[config.mk]
export PLATFORM = sky130hd
export DESIGN_NAME = tank_access_ctrl
export DESIGN_NICKNAME = d
export VERILOG_FILES = /design/src/rtl/tank_access_ctrl.sv
export SDC_FILE = /design/constraint.sdc
export NUM_CORES = 1
export LEC_CHECK = 0
export BUFFER_PORTS_ARGS = -buffer_cell sky130_fd_sc_hd__buf_2
export CAP_MARGIN = 0
export CORE_MARGIN = 3
export CORE_UTILIZATION = 56
export CTS_CLUSTER_DIAMETER = 100
export DETAILED_ROUTE_END_ITERATION = 8
export GPL_TIMING_DRIVEN = 0
export PLACE_DENSITY = 0.79
export SYNTH_ARGS = -nofsm -noshare
export SYNTH_HDL_FRONTEND = slang
export SYNTH_SLANG_ARGS = --single-unit
[constraint.sdc]
create_clock -name clk -period 2.98 [get_ports clk]
set_input_delay 0.596 -clock clk [delete_from_list [all_inputs] [get_ports clk]]
set_output_delay 0.596 -clock clk [all_outputs]
set_load 0.02 [all_outputs]
[src/rtl/tank_access_ctrl.sv]
// tank_access_ctrl: word-level read/write access to a serial recirculating delay-line tank.
// Define TANK_ACCESS_VERIFY_EN to add a read-back check one revolution after every write.
module tank_access_ctrl #(
    parameter int STORE_LEN  = 32,
    parameter int WORD_WIDTH = 18,
    parameter int ADDR_WIDTH = 5
) (
    input  logic                  clk,
    input  logic                  rst,
    input  logic                  req_valid,
    output logic                  req_ready,
    input  logic                  req_write,
    input  logic [ADDR_WIDTH-1:0] req_addr,
    input  logic [WORD_WIDTH-1:0] req_wdata,
    output logic                  rsp_valid,
    output logic [WORD_WIDTH-1:0] rsp_rdata,
    output logic                  rsp_err,
    output logic                  dl_data_in,
    output logic                  dl_data_in_gate,
    output logic                  dl_data_clr,
    input  logic                  dl_data_out
);
    localparam int BCW = (WORD_WIDTH > 1) ? $clog2(WORD_WIDTH) : 1;
    localparam int WCW = (STORE_LEN > 1) ? $clog2(STORE_LEN) : 1;
    localparam logic [BCW-1:0] BIT_LAST    = BCW'(WORD_WIDTH - 1);
    localparam logic [WCW-1:0] WORD_LAST   = WCW'(STORE_LEN - 1);
    localparam logic [31:0]    STORE_LEN_U = 32'(STORE_LEN);

    typedef enum logic [2:0] {
        S_IDLE,
        S_SEEK,
        S_XFER,
`ifdef TANK_ACCESS_VERIFY_EN
        S_VERIFY,
`endif
        S_RESP
    } state_t;

    state_t                state_q;
    logic [BCW-1:0]        bit_cnt_q, bit_cnt_d;
    logic [WCW-1:0]        word_cnt_q, word_cnt_d;
    logic                  bit_last;
    logic                  write_q;
    logic [WCW-1:0]        addr_q;
    logic [WORD_WIDTH-1:0] wdata_q;
    logic [WORD_WIDTH-1:0] rd_shift_q, rd_word;
    logic                  rsp_valid_q, rsp_err_q;
    logic [WORD_WIDTH-1:0] rsp_rdata_q;
    logic                  dl_in_q, dl_gate_q, dl_clr_q;
    logic [31:0]           addr_ext;
    logic                  addr_ok;
`ifdef TANK_ACCESS_VERIFY_EN
    logic [WORD_WIDTH-1:0] vfy_shift_q, vfy_word;
`endif

    always_comb begin
        bit_last   = (bit_cnt_q == BIT_LAST);
        bit_cnt_d  = bit_last ? '0 : bit_cnt_q + BCW'(1);
        word_cnt_d = word_cnt_q;
        if (bit_last) begin
            word_cnt_d = (word_cnt_q == WORD_LAST) ? '0 : word_cnt_q + WCW'(1);
        end
        addr_ext = 32'(req_addr);
        addr_ok  = (addr_ext < STORE_LEN_U);
        // Assembled word including the bit emerging this cycle (LSB first).
        rd_word            = rd_shift_q;
        rd_word[bit_cnt_q] = dl_data_out;
`ifdef TANK_ACCESS_VERIFY_EN
        vfy_word            = vfy_shift_q;
        vfy_word[bit_cnt_q] = dl_data_out;
`endif
    end

    always_ff @(posedge clk) begin
        if (rst) begin
            state_q     <= S_IDLE;
            bit_cnt_q   <= '0;
            word_cnt_q  <= '0;
            rsp_valid_q <= 1'b0;
            rsp_rdata_q <= '0;
            rsp_err_q   <= 1'b0;
            dl_in_q     <= 1'b0;
            dl_gate_q   <= 1'b0;
            dl_clr_q    <= 1'b0;
        end else begin
            bit_cnt_q   <= bit_cnt_d;
            word_cnt_q  <= word_cnt_d;
            rsp_valid_q <= 1'b0;
            dl_in_q     <= 1'b0;
            dl_gate_q   <= 1'b0;
            dl_clr_q    <= 1'b0;
            case (state_q)
                S_IDLE: begin
                    if (req_valid) begin
                        write_q <= req_write;
                        addr_q  <= WCW'(addr_ext);
                        wdata_q <= req_wdata;
                        if (addr_ok) begin
                            state_q <= S_SEEK;
                        end else begin
                            state_q     <= S_RESP;
                            rsp_valid_q <= 1'b1;
                            rsp_rdata_q <= '0;
                            rsp_err_q   <= 1'b1;
                        end
                    end
                end
                // Line drive is registered, so it is set up one cycle before the bit it targets.
                S_SEEK: begin
                    if (bit_last && (word_cnt_d == addr_q)) begin
                        state_q   <= S_XFER;
                        dl_gate_q <= write_q;
                        dl_clr_q  <= write_q;
                        dl_in_q   <= write_q & wdata_q[0];
                    end
                end
                S_XFER: begin
                    rd_shift_q <= rd_word;
                    if (!bit_last) begin
                        dl_gate_q <= write_q;
                        dl_clr_q  <= write_q;
                        dl_in_q   <= write_q & wdata_q[bit_cnt_d];
                    end
`ifdef TANK_ACCESS_VERIFY_EN
                    else if (write_q) begin
                        state_q <= S_VERIFY;
                    end
`endif
                    else begin
                        state_q     <= S_RESP;
                        rsp_valid_q <= 1'b1;
                        rsp_rdata_q <= rd_word;
                        rsp_err_q   <= 1'b0;
                    end
                end
`ifdef TANK_ACCESS_VERIFY_EN
                // The target word next comes round exactly one revolution after the write.
                S_VERIFY: begin
                    if (word_cnt_q == addr_q) begin
                        vfy_shift_q <= vfy_word;
                        if (bit_last) begin
                            state_q     <= S_RESP;
                            rsp_valid_q <= 1'b1;
                            rsp_rdata_q <= rd_shift_q;
                            rsp_err_q   <= (vfy_word != wdata_q);
                        end
                    end
                end
`endif
                S_RESP: state_q <= S_IDLE;
                default: state_q <= S_IDLE;
            endcase
        end
    end

    // Ready must drop in the very cycle rst is high, so it is gated combinationally.
    assign req_ready       = (state_q == S_IDLE) && !rst;
    assign rsp_valid       = rsp_valid_q;
    assign rsp_rdata       = rsp_rdata_q;
    assign rsp_err         = rsp_err_q;
    assign dl_data_in      = dl_in_q;
    assign dl_data_in_gate = dl_gate_q;
    assign dl_data_clr     = dl_clr_q;

endmodule

==> impl_metrics.json <==
{
  "min_to": "addr_q[2]",
  "worstPathRequired_ns": 3.26,
  "drv_slew": 0,
  "p_total_uw": 2350,
  "clock_skew_ns": 0.00742,
  "ctsLongestPathBuffers": 2,
  "place_congestion": 0.830,
  "vias": 2458,
  "cts.sink_count": 74,
  "reg2reg_from": "word_cnt_q[0]",
  "finalCriticalPeriod_ns": 2.76,
  "place_area_um2": 3640,
  "ys_async_sr_fraction_pct": 0,
  "holdWs_ns": 0.423,
  "multi_input_area_um2": 1300,
  "num-fill-cells": 453,
  "drt-wirelength-per-cell_um": 15.5,
  "cp-start-kind": "register",
  "synth-seq-cells": 74,
  "powerDensity_nw_per_um2": 609,
  "die_w_um": 82.8,
  "worstPathArrival_ns": 3.03,
  "yosysUniqueCellTypes": 49,
  "cellLeakagePower_uw": 0.00146,
  "initial_core_util_pct": 59.0,
  "path_clk_slew_ns": 0.08,
  "ys.flop_type": "edfxtp_1",
  "dp_cells": 428,
  "area_delta_synth_final_pct": 16.6,
  "synthTopCellsByCount": "41 x edfxtp_1, 37 x nand2_1, 33 x dfxtp_1, 27 x nor2_1, 24 x a21oi_1",
  "synth_xor_area_share_pct": 1.32,
  "postSynthAreaPerCell_um2": 10.7,
  "fin_area_um2": 3860,
  "ys_seq_area_share_pct": 57.2,
  "synth_top_family_by_area": "simple AND/OR/NAND/NOR gates",
  "syn_nets": 346,
  "core-area_um2": 5610,
  "grt_pass1_vias": 2485,
  "p_int_uw": 1750,
  "io_buffers": 48,
  "finalHoldViolations": 0,
  "max-vdd-ir-drop_mv": 0.408,
  "grtUsageTotal_pct": 21.3,
  "worstHoldStart": "req_addr[2]",
  "fin_cells": 443,
  "grt_overflow": 0,
  "p_sw_share_pct": 25.3,
  "worst_pin_slew_ns": 1.06,
  "rows": 27,
  "synth_edf_count": 41,
  "clock-root-buffer": "clkbuf_8",
  "slew_headroom_pct": 29.3,
  "ff_latch_area_um2": 1890,
  "hold-path-cell-count": 1,
  "cp_max_fo": 9,
  "p_seq_share_pct": 51.6,
  "rsz0062_at_grt": "no",
  "comb_power_share_pct": 13.9,
  "postCtsSetupBuffers": 0,
  "clock.fmax_mhz": 363,
  "drive_gt1_share_pct": 24.0,
  "r2r_slack_ns": 0.22,
  "outcome": "completed",
  "ys_top_cells_by_area": "edfxtp_1 37%, dfxtp_1 20%, mux2_2 6.1%, nand2_1 4.2%, ha_1 3.8%",
  "hold_path.class": "in2reg",
  "finalSetupViolations": 0,
  "cts_tree": "done",
  "post-dp-hpwl_mm": 4.83,
  "synth_top_cell_by_area": "edfxtp_1",
  "switchingPower_uw": 594,
  "rr_worst_depth": 9,
  "grt_pass1_wl_mm": 11.7,
  "fin_nets": 404,
  "wirelength_mm": 6.87,
  "cp-end-kind": "register",
  "pwr-share-clk_pct": 34.5,
  "antenna_found_initial": 0,
  "dieArea_um2": 6860,
  "synth_top_area_share_pct": 37.2,
  "clkLatencyLatePin_ns": 0.34,
  "netlist_area_um2": 3310,
  "firstDrtPassIters": 5,
  "finalCritPeriodShare_pct": 92.5,
  "rr_endpoint": "state_q[0]",
  "synth_cells": 308,
  "path_class": "reg2reg",
  "synth.most_common_cell": "edfxtp_1",
  "die_h_um": 82.8,
  "synth-simple-area-share_pct": 18.4,
  "drtAntennaViolNets": 0,
  "tns_ns": 0,
  "synth_fa_ha_area_share_pct": 3.78,
  "synth-compound-area-share_pct": 8.29,
  "drc": 0,
  "synth_mux_area_share_pct": 7.34,
  "htreeDepth": 3,
  "max_cap_viol_count": 0,
  "cts_buffers": 9,
  "viasPerCell": 5.55,
  "drtIter0Drc": 226,
  "diodes": 0,
  "ys_warn_count": 0,
  "io_pins": 52,
  "grt_max_degree": 25
}
==> cells in the final DEF (no fill, tap or decap), types with 6 or more instances in the layout <==
master / count
nor3_1: 21
clkbuf_1: 14
edfxtp_1: 41
ha_1: 9
dfxtp_1: 33
buf_2: 50
nand3_1: 8
nand2b_1: 7
mux2_2: 18
a21oi_1: 24
clkbuf_8: 9
nand2_1: 37
o21ai_0: 6
inv_1: 7
nor2_1: 27
==> per-stage QoR <==
step | setup WS [ns] | util, %
2_1_floorplan | 0.546 | -
3_3_place_gp | 0.274 | 64.9
3_5_place_dp | 0.0444 | 64.9
4_1_cts | 0.0247 | 68.8
5_1_grt | 0.0519 | 68.8
6_report | 0.225 | 68.8
==> layout make-up <==
class | instances | share of cell area (%)
Buffer | 19 | 2.30
Clock buffer | 13 | 5.26
Clock inverter | 3 | 0.389
Inverter | 7 | 0.681
Multi-Input combinational cell | 207 | 33.7
Sequential cell | 74 | 49.1
Tap cell | 72 | 2.34
Timing Repair Buffer | 48 | 6.23
==> cell families (layout without fill, tap and decap cells) <==
kind of cell | Yosys count | count (layout)
AO/OA/AOI/OAI | 45 | 45
XOR/XNOR | 5 | 5
adder cells (fa/ha/maj) | 10 | 10
buffers and inverters | 27 | 90
flip-flops | 74 | 74
multiplexers | 22 | 22
other | 1 | 1
AND/OR/NAND/NOR | 124 | 124
==> timing repair <==
item	CTS	global route
hold buffers	0	0
endpoints found under the hold margin	0	0
endpoints found under the setup margin	0	2
resized for setup	0	1
==> worst max-delay path: stages (launching register included) <==
cell	delay (ns)
dfxtp_1	0.49
ha_1	0.27
and3_1	0.18
ha_2	0.27
nor3_1	0.09
nor4_1	0.27
nor4b_1	0.34
o221ai_1	0.25
or3_1	0.38
a21oi_1	0.15
==> registers in the layout, indices dropped and copies added, names as in the netlist <==
signal and flops:
dl_data_clr 1, rsp_rdata 18, wdata_q 18, rsp_valid 1, write_q 1, dl_data_in 1
rd_shift_q 17, state_q 2, word_cnt_q 5, bit_cnt_q 5, addr_q 5
==> power groups by stage <==
| stage | combinational, µW | sequential [µW] | clock, µW |
|---|---|---|---|
| global placement | 313 | 1230 | 0 |
| CTS | 327 | 1210 | 824 |
| global route | 373 | 1220 | 872 |
| floorplan | 239 | 1230 | 0 |
| detailed placement | 324 | 1240 | 0 |
| finish | 327 | 1210 | 810 |
==> how the worst max path moves through the flow <==
stage               slack (ns)         end           from  cells past startpoint
detailed placement        0.04  state_q[0]  word_cnt_q[0]                     10
global placement          0.27  state_q[0]  word_cnt_q[0]                     10
CTS                       0.02  state_q[0]  word_cnt_q[0]                     10
global route              0.05  state_q[1]  word_cnt_q[0]                      9
floorplan                 0.55  state_q[0]  word_cnt_q[0]                     10
finish                    0.22  state_q[0]  word_cnt_q[0]                      9
==> metal layers <==
metal	GRT usage, %	part of all wire, %	up-vias
met1	28.0	44	1166
met3	5.65	5.3	12
met5	0	0	-
met2	33.2	49	70
li1	-	-	1210
met4	9.36	1.8	0
(Power assumes the default switching activity.)
